`src/rtl/bcd_cntr_pkg.sv`:
```
`default_nettype none
// ============================================================================
//  Module      : bcd_cntr_pkg
//  Description : Shared constants, operation encoding and digit range check
//                for the cascadable multi-digit up/down modulo counter.
//  Revision    : 1.0 - initial release
// ============================================================================
package bcd_cntr_pkg;

  // Width of one counter digit.
  localparam int DIGIT_W = 4;

  // Operation selected on a clock edge, listed from highest priority down.
  typedef enum logic [1:0] {
    OP_CLR   = 2'd0,
    OP_LOAD  = 2'd1,
    OP_COUNT = 2'd2,
    OP_HOLD  = 2'd3
  } cntr_op_e;

  // A loaded digit is accepted only if it does not exceed the terminal value.
  function automatic logic digit_valid(
    input logic [DIGIT_W-1:0] value,
    input logic [DIGIT_W-1:0] max
  );
    return (value <= max);
  endfunction

endpackage
`default_nettype wire

```
`src/rtl/bcd_digit_cell.sv`:
```
`default_nettype none
// ============================================================================
//  Module      : bcd_digit_cell
//  Description : One 4-bit counter digit with clear, validated load and an
//                up/down step. Reports when it sits at its terminal value or
//                at zero so the parent can build the carry/borrow chain.
//  Revision    : 1.0 - initial release
// ============================================================================
module bcd_digit_cell
  import bcd_cntr_pkg::*;
#(
  parameter int DIGIT_MAX = 9
) (
  input  logic               clk,
  input  logic               rst,
  input  logic               clr,
  input  logic               load,
  input  logic [DIGIT_W-1:0] load_digit,
  input  logic               step,
  input  logic               up_dn,
  output logic [DIGIT_W-1:0] digit,
  output logic               at_max,
  output logic               at_zero
);

  localparam logic [DIGIT_W-1:0] C_DIGIT_MAX = DIGIT_W'(DIGIT_MAX);
  localparam logic [DIGIT_W-1:0] C_ONE       = DIGIT_W'(1);

  logic [DIGIT_W-1:0] digit_q;
  logic [DIGIT_W-1:0] digit_d;

  // Terminal-value and zero flags feed the parent's carry/borrow chain.
  always_comb begin
    at_max  = (digit_q == C_DIGIT_MAX);
    at_zero = (digit_q == '0);
  end

  // Next digit value: clear wins, then load (out-of-range forced to 0), then step.
  always_comb begin
    digit_d = digit_q;
    if (clr) begin
      digit_d = '0;
    end else if (load) begin
      digit_d = digit_valid(load_digit, C_DIGIT_MAX) ? load_digit : '0;
    end else if (step) begin
      if (up_dn) begin
        digit_d = at_max ? '0 : (digit_q + C_ONE);
      end else begin
        digit_d = at_zero ? C_DIGIT_MAX : (digit_q - C_ONE);
      end
    end
  end

  // Digit storage with asynchronous reset to zero.
  always_ff @(posedge clk or posedge rst) begin
    if (rst) begin
      digit_q <= '0;
    end else begin
      digit_q <= digit_d;
    end
  end

  assign digit = digit_q;

endmodule
`default_nettype wire

```
`src/rtl/bcd_updown_cntr.sv`:
```
`default_nettype none
// ============================================================================
//  Module      : bcd_updown_cntr
//  Description : Parametrised, cascadable multi-digit modulo up/down counter
//                with synchronous clear, validated parallel load, a
//                combinational terminal-count output and a registered wrap
//                pulse. Chain instances by driving the next cnt_en from
//                carry_out.
//  Revision    : 1.0 - initial release
// ============================================================================
module bcd_updown_cntr
  import bcd_cntr_pkg::*;
#(
  parameter int NUM_DIGITS = 3,
  parameter int DIGIT_MAX  = 9
) (
  input  logic                          clk,
  input  logic                          rst,
  input  logic                          clr,
  input  logic                          load,
  input  logic [DIGIT_W*NUM_DIGITS-1:0] load_val,
  input  logic                          cnt_en,
  input  logic                          up_dn,
  output logic [DIGIT_W*NUM_DIGITS-1:0] count,
  output logic                          carry_out,
  output logic                          wrap,
  output logic                          load_err
);

  localparam logic [DIGIT_W-1:0] C_DIGIT_MAX = DIGIT_W'(DIGIT_MAX);

  cntr_op_e              w_op;
  logic [NUM_DIGITS-1:0] w_step;
  logic [NUM_DIGITS-1:0] w_at_max;
  logic [NUM_DIGITS-1:0] w_at_zero;
  logic                  w_load_bad;

  logic wrap_q;
  logic wrap_d;
  logic load_err_q;
  logic load_err_d;

  // Resolve the edge operation: clear over load over count over hold.
  always_comb begin
    if (clr) begin
      w_op = OP_CLR;
    end else if (load) begin
      w_op = OP_LOAD;
    end else if (cnt_en) begin
      w_op = OP_COUNT;
    end else begin
      w_op = OP_HOLD;
    end
  end

  // Step chain: digit k steps when counting and every lower digit is at its
  // turnover value (terminal value going up, zero going down).
  always_comb begin
    logic run;
    run    = (w_op == OP_COUNT);
    w_step = '0;
    for (int k = 0; k < NUM_DIGITS; k++) begin
      w_step[k] = run;
      run       = run & (up_dn ? w_at_max[k] : w_at_zero[k]);
    end
  end

  // Flag any load digit that exceeds the terminal value.
  always_comb begin
    w_load_bad = 1'b0;
    for (int k = 0; k < NUM_DIGITS; k++) begin
      if (!digit_valid(load_val[k*DIGIT_W +: DIGIT_W], C_DIGIT_MAX)) begin
        w_load_bad = 1'b1;
      end
    end
  end

  generate
    for (genvar k = 0; k < NUM_DIGITS; k++) begin : g_digit
      bcd_digit_cell #(
        .DIGIT_MAX (DIGIT_MAX)
      ) u_cell (
        .clk        (clk),
        .rst        (rst),
        .clr        (w_op == OP_CLR),
        .load       (w_op == OP_LOAD),
        .load_digit (load_val[k*DIGIT_W +: DIGIT_W]),
        .step       (w_step[k]),
        .up_dn      (up_dn),
        .digit      (count[k*DIGIT_W +: DIGIT_W]),
        .at_max     (w_at_max[k]),
        .at_zero    (w_at_zero[k])
      );
    end
  endgenerate

  // Terminal count is combinational so a cascaded stage steps on the same edge.
  always_comb begin
    carry_out = cnt_en & (up_dn ? (&w_at_max) : (&w_at_zero));
  end

  // Next wrap pulse and sticky load error; clear and load suppress the wrap.
  always_comb begin
    wrap_d     = 1'b0;
    load_err_d = load_err_q;
    case (w_op)
      OP_CLR: begin
        load_err_d = 1'b0;
      end
      OP_LOAD: begin
        load_err_d = load_err_q | w_load_bad;
      end
      OP_COUNT: begin
        wrap_d = carry_out;
      end
      default: begin
        wrap_d = 1'b0;
      end
    endcase
  end

  // Status registers with asynchronous reset.
  always_ff @(posedge clk or posedge rst) begin
    if (rst) begin
      wrap_q     <= 1'b0;
      load_err_q <= 1'b0;
    end else begin
      wrap_q     <= wrap_d;
      load_err_q <= load_err_d;
    end
  end

  assign wrap     = wrap_q;
  assign load_err = load_err_q;

endmodule
`default_nettype wire

```
`config.mk`:
```
export PLATFORM = sky130hd
export DESIGN_NAME = bcd_updown_cntr
export DESIGN_NICKNAME = d
export VERILOG_FILES = /design/src/rtl/bcd_cntr_pkg.sv /design/src/rtl/bcd_digit_cell.sv /design/src/rtl/bcd_updown_cntr.sv
export SDC_FILE = /design/constraint.sdc
export NUM_CORES = 1
export LEC_CHECK = 0
export ABC_AREA = 1
export CORE_MARGIN = 10
export CORE_UTILIZATION = 50
export DETAILED_ROUTE_END_ITERATION = 12
export DONT_BUFFER_PORTS = 1
export PLACE_DENSITY = 0.65
export REMOVE_ABC_BUFFERS = 1
export SYNTH_ARGS = -nofsm -noshare
export SYNTH_HDL_FRONTEND = slang
export SYNTH_SLANG_ARGS = --single-unit
```
`constraint.sdc`:
```
create_clock -name clk -period 1.3 [get_ports clk]
set_input_delay 0.13 -clock clk [delete_from_list [all_inputs] [get_ports clk]]
set_output_delay 0.13 -clock clk [all_outputs]
set_load 0.03 [all_outputs]
```
==> results.md <==
* Run status: finished with violations
* Failing checks: setup timing
* Slowest CP cell: dfrtp_1
* Area grow syn2layout at 57.85%
* Worst hold-check path type: primary input to flop
* Max frequency at 587.0 MHz
* Post-synthesis sequential area ratio at 26.17%
* Final worst setup slack at -0.4036 ns
* Number of clock sinks at 14
* Skew-Pair Late Insertion Delay at 0.30 ns
* Power density over the cells at 962.6 mW/mm^2
* Clock network fraction of design power at 17.3%
* Global-route wire length before repair at 7465 um
* Sw Share at a little over two fifths
* Via total after detailed routing at 1,723
* Most common cell in the synthesized netlist: nand2_1
* Clock-pin transition on the worst setup and hold timing paths at about 0.1 ns
* Part of the total power dissipated in combinational logic at 56.6%
* Vias per std cell at 5.962
* Number of cell rows at 18
* Worst setup EP type: primary output
* Cell type group with the largest total delay on the critical path: flip-flops
* Time the worst path needs with I/O delays and setup at 1.704 ns
* Fill cells at 148
* Initial antenna violation count at 0
* Largest area contributor in the netlist: dfrtp_1
* Maximum level of the CTS H-tree at 1
* CTS Root Buffer Type: clkbuf_4
* Number of standard cells after synthesis at around 200
* Port Buf Inserts at 0
* Count of flip-flops with a built-in enable after synthesis at 0
* Post-detailed-routing wire length at roughly 5200 um
* Reported max-cap violation count at 0
* Peak fanout along the critical path at 3
* Warnings, synthesis at 0
* Die Wd at 71.75 um
* Die extent in y at 71.75 um
* Min-Delay Path Depth at 2
* WS Path Type: flop to primary output
* Slew at the pin with the worst max-slew slack at 0.6462 ns
* TritonCTS clock tree: done
* Post-placement cell area at 0.001630 sq mm
* Mean post-synth cell area at 6.563 sq um
* GRT Util Overall at 17.55%
* TNS Setup at -3.275 ns
* Area share of the largest cell type after synthesis at around a quarter
* Worst slack after detailed placement at -0.1622 ns
* DRC Markers at 0
* TritonRoute pass-1 iters at 5
* Stages on worst setup path at 7
* Final setup viols at 14
* Share of total power in sequential cells at about a quarter
* Leakage power at 0.9999 nW
* Starting utilization of the core area at 53.08%
* Power dissipated by switching net loads at between 0.8 and 0.9 mW
* Number of buffers created by CTS at 3
* Via count of the first global-routing pass at roughly 1.6k
* Area of the mapped netlist at 0.001339 sq mm
* Unique masters post-synth at 26
* Count of endpoints failing hold in the final timing report at 0
* Layout Cell Area excl Fill at 0.002113 sq mm
* Cell types with the largest area share after synthesis: dfrtp_1, nand2_1, nand3_1, ha_1, inv_1
* Die Area at a little over 0.005 sq mm
* Cell count of the worst reg-to-reg path at 10
* Overall overflow remaining after global route at 0
* VDD IR max at 0.9080 mV
* Number of buffer and inverter instances along the worst setup path at 2
* Final Total Pwr at between 2 and 2.5 mW
* Std-Cell Core Area at 0.002522 sq mm
* Pint at 1.155 mW
* CP peak stage delay at 0.43 ns
* Post-DR wirelength/cell at 17.95 um
* Antenna Violating Nets Remaining at 0
* Share of the clock period used by the worst path at 131.0%
* Net count of the finished layout at between 200 and 300
* Detail Placement HPWL at 3194 um
* Register cell area after layout at about 350 sq um
* Top cells by count, synth: nand2_1, nand3_1, inv_1
* Number of DRC markers after the initial detailed-route iteration at 171
* Data arrival, critical path at 1.57 ns
* Req. time, crit path at approximately 1.2 ns
* Multi-input logic area at between 0.001 and 0.0015 sq mm
* Post-route worst hold slack at 0.01027 ns
* Setup repair after global routing missed its margin: true
* Dominant register cell in the synthesized netlist: dfrtp_1
* Crit-path cells: inv_2 > ha_4 > nand2_2 > o21ai_2 > and3_4 > nand2_4 > inv_6
* Final clock skew at 0.003623 ns
* Synthesis-stage register bit count at 14
* Share of layout cells above drive strength 1 at approximately two fifths
* Largest buffer count on any clock path at 2
* Final slew viol count at 0
* Ant diodes at 0
* Maximum number of pins on one net before global-route repair at 15
* Slew Limit Headroom at 56.87%
* Kind of launch point of the worst setup path: flop
* Share of async-settable or async-resettable flops after synthesis at 100.0%
* Weighted congestion reported at the end of routability-driven placement at about 0.96
* Top-Level Pins at 33
[power groups by stage]
stage | Sequential [mW] | Clock, mW | Combinational [mW]
floorplan | 0.644 | 0 | 0.380
global placement | 0.525 | 0 | 0.786
detailed placement | 0.527 | 0 | 0.804
CTS | 0.521 | 0.348 | 0.924
global route | 0.535 | 0.364 | 1.23
finish | 0.531 | 0.352 | 1.15
[cell usage in the layout, fill, tap and decap left out, drive strengths merged]
master       netlist  final
nand2             51     52
buf                4     51
nand3             38     38
inv               28     28
nor2              18     18
dfrtp             14     14
o21ai             13     13
ha                 9      9
nand4              6      6
a21oi              6      6
a31oi              4      4
dlygate4sd3        0      4
clkbuf             1      4
o211ai             3      3
o22ai              3      3
xnor2              3      3
and3               1      1
o31ai              1      1
xor2               1      1
[kinds of logic after synthesis]
family	Yosys count	synth area share, %
simple gates	114	40.00
buf+inv	33	9.626
compound gates	30	13.18
flops	14	26.17
fa+ha+maj	9	8.411
xor+xnor	4	2.617
[cell type report]
class                           instances  area share [%]
Inverter                               28           5.210
Tap cell                               30           1.776
Timing Repair Buffer                   55           21.79
Sequential cell                        14           16.58
Multi-Input combinational cell        158           52.93
Clock buffer                            4           1.717
[metrics by stage]
stage | util (%) | cells
after floorplan | - | 199
after global placement | 64.63 | 266
after detailed placement | 64.63 | 266
after CTS | 75.55 | 280
after global routing | 83.78 | 289
final | 83.78 | 289
[layer usage]
layer	part of all wire, %	wire length [um]	track usage, %	vias up
met3	9.9	513	4.132	19
met1	40	2068	20.35	808
li1	-	-	-	792
met5	0	0	0	-
met4	3.0	155	6.667	0
met2	47	2450	30.29	104
[path summary, 6_finish.rpt]
| kind | startpoint | endpoint | slack, ns |
|---|---|---|---|
| min in group asynchronous | rst | g_digit[1].u_cell.digit[2] | 0.37 |
| worst min register to register | g_digit[2].u_cell.digit[3] | g_digit[2].u_cell.digit[3] | 0.71 |
| worst max-delay path | g_digit[2].u_cell.digit[0] | carry_out | -0.40 |
| worst max register to register | g_digit[1].u_cell.digit[0] | g_digit[2].u_cell.digit[3] | -0.30 |
| worst min-delay path | load_val[2] | g_digit[0].u_cell.digit[2] | 0.01 |
| max in group asynchronous | rst | g_digit[2].u_cell.digit[2] | 0.52 |
[repair_timing]
item / CTS / global route
setup buffers: 6 / 11
setup endpoints to repair: 14 / 14
gates cloned: 1 / 0
hold buffers: 4 / 0
gates resized for setup: 37 / 37
pin swaps: 14 / 24
endpoints found under the hold margin: 16 / 0
[state kept, by name, summed over array words and instances, names as in the netlist]
| register | count |
|---|---|
| load_err | 1 |
| g_digit.u_cell.digit | 12 |
| wrap | 1 |
(Power assumes the default switching activity.)
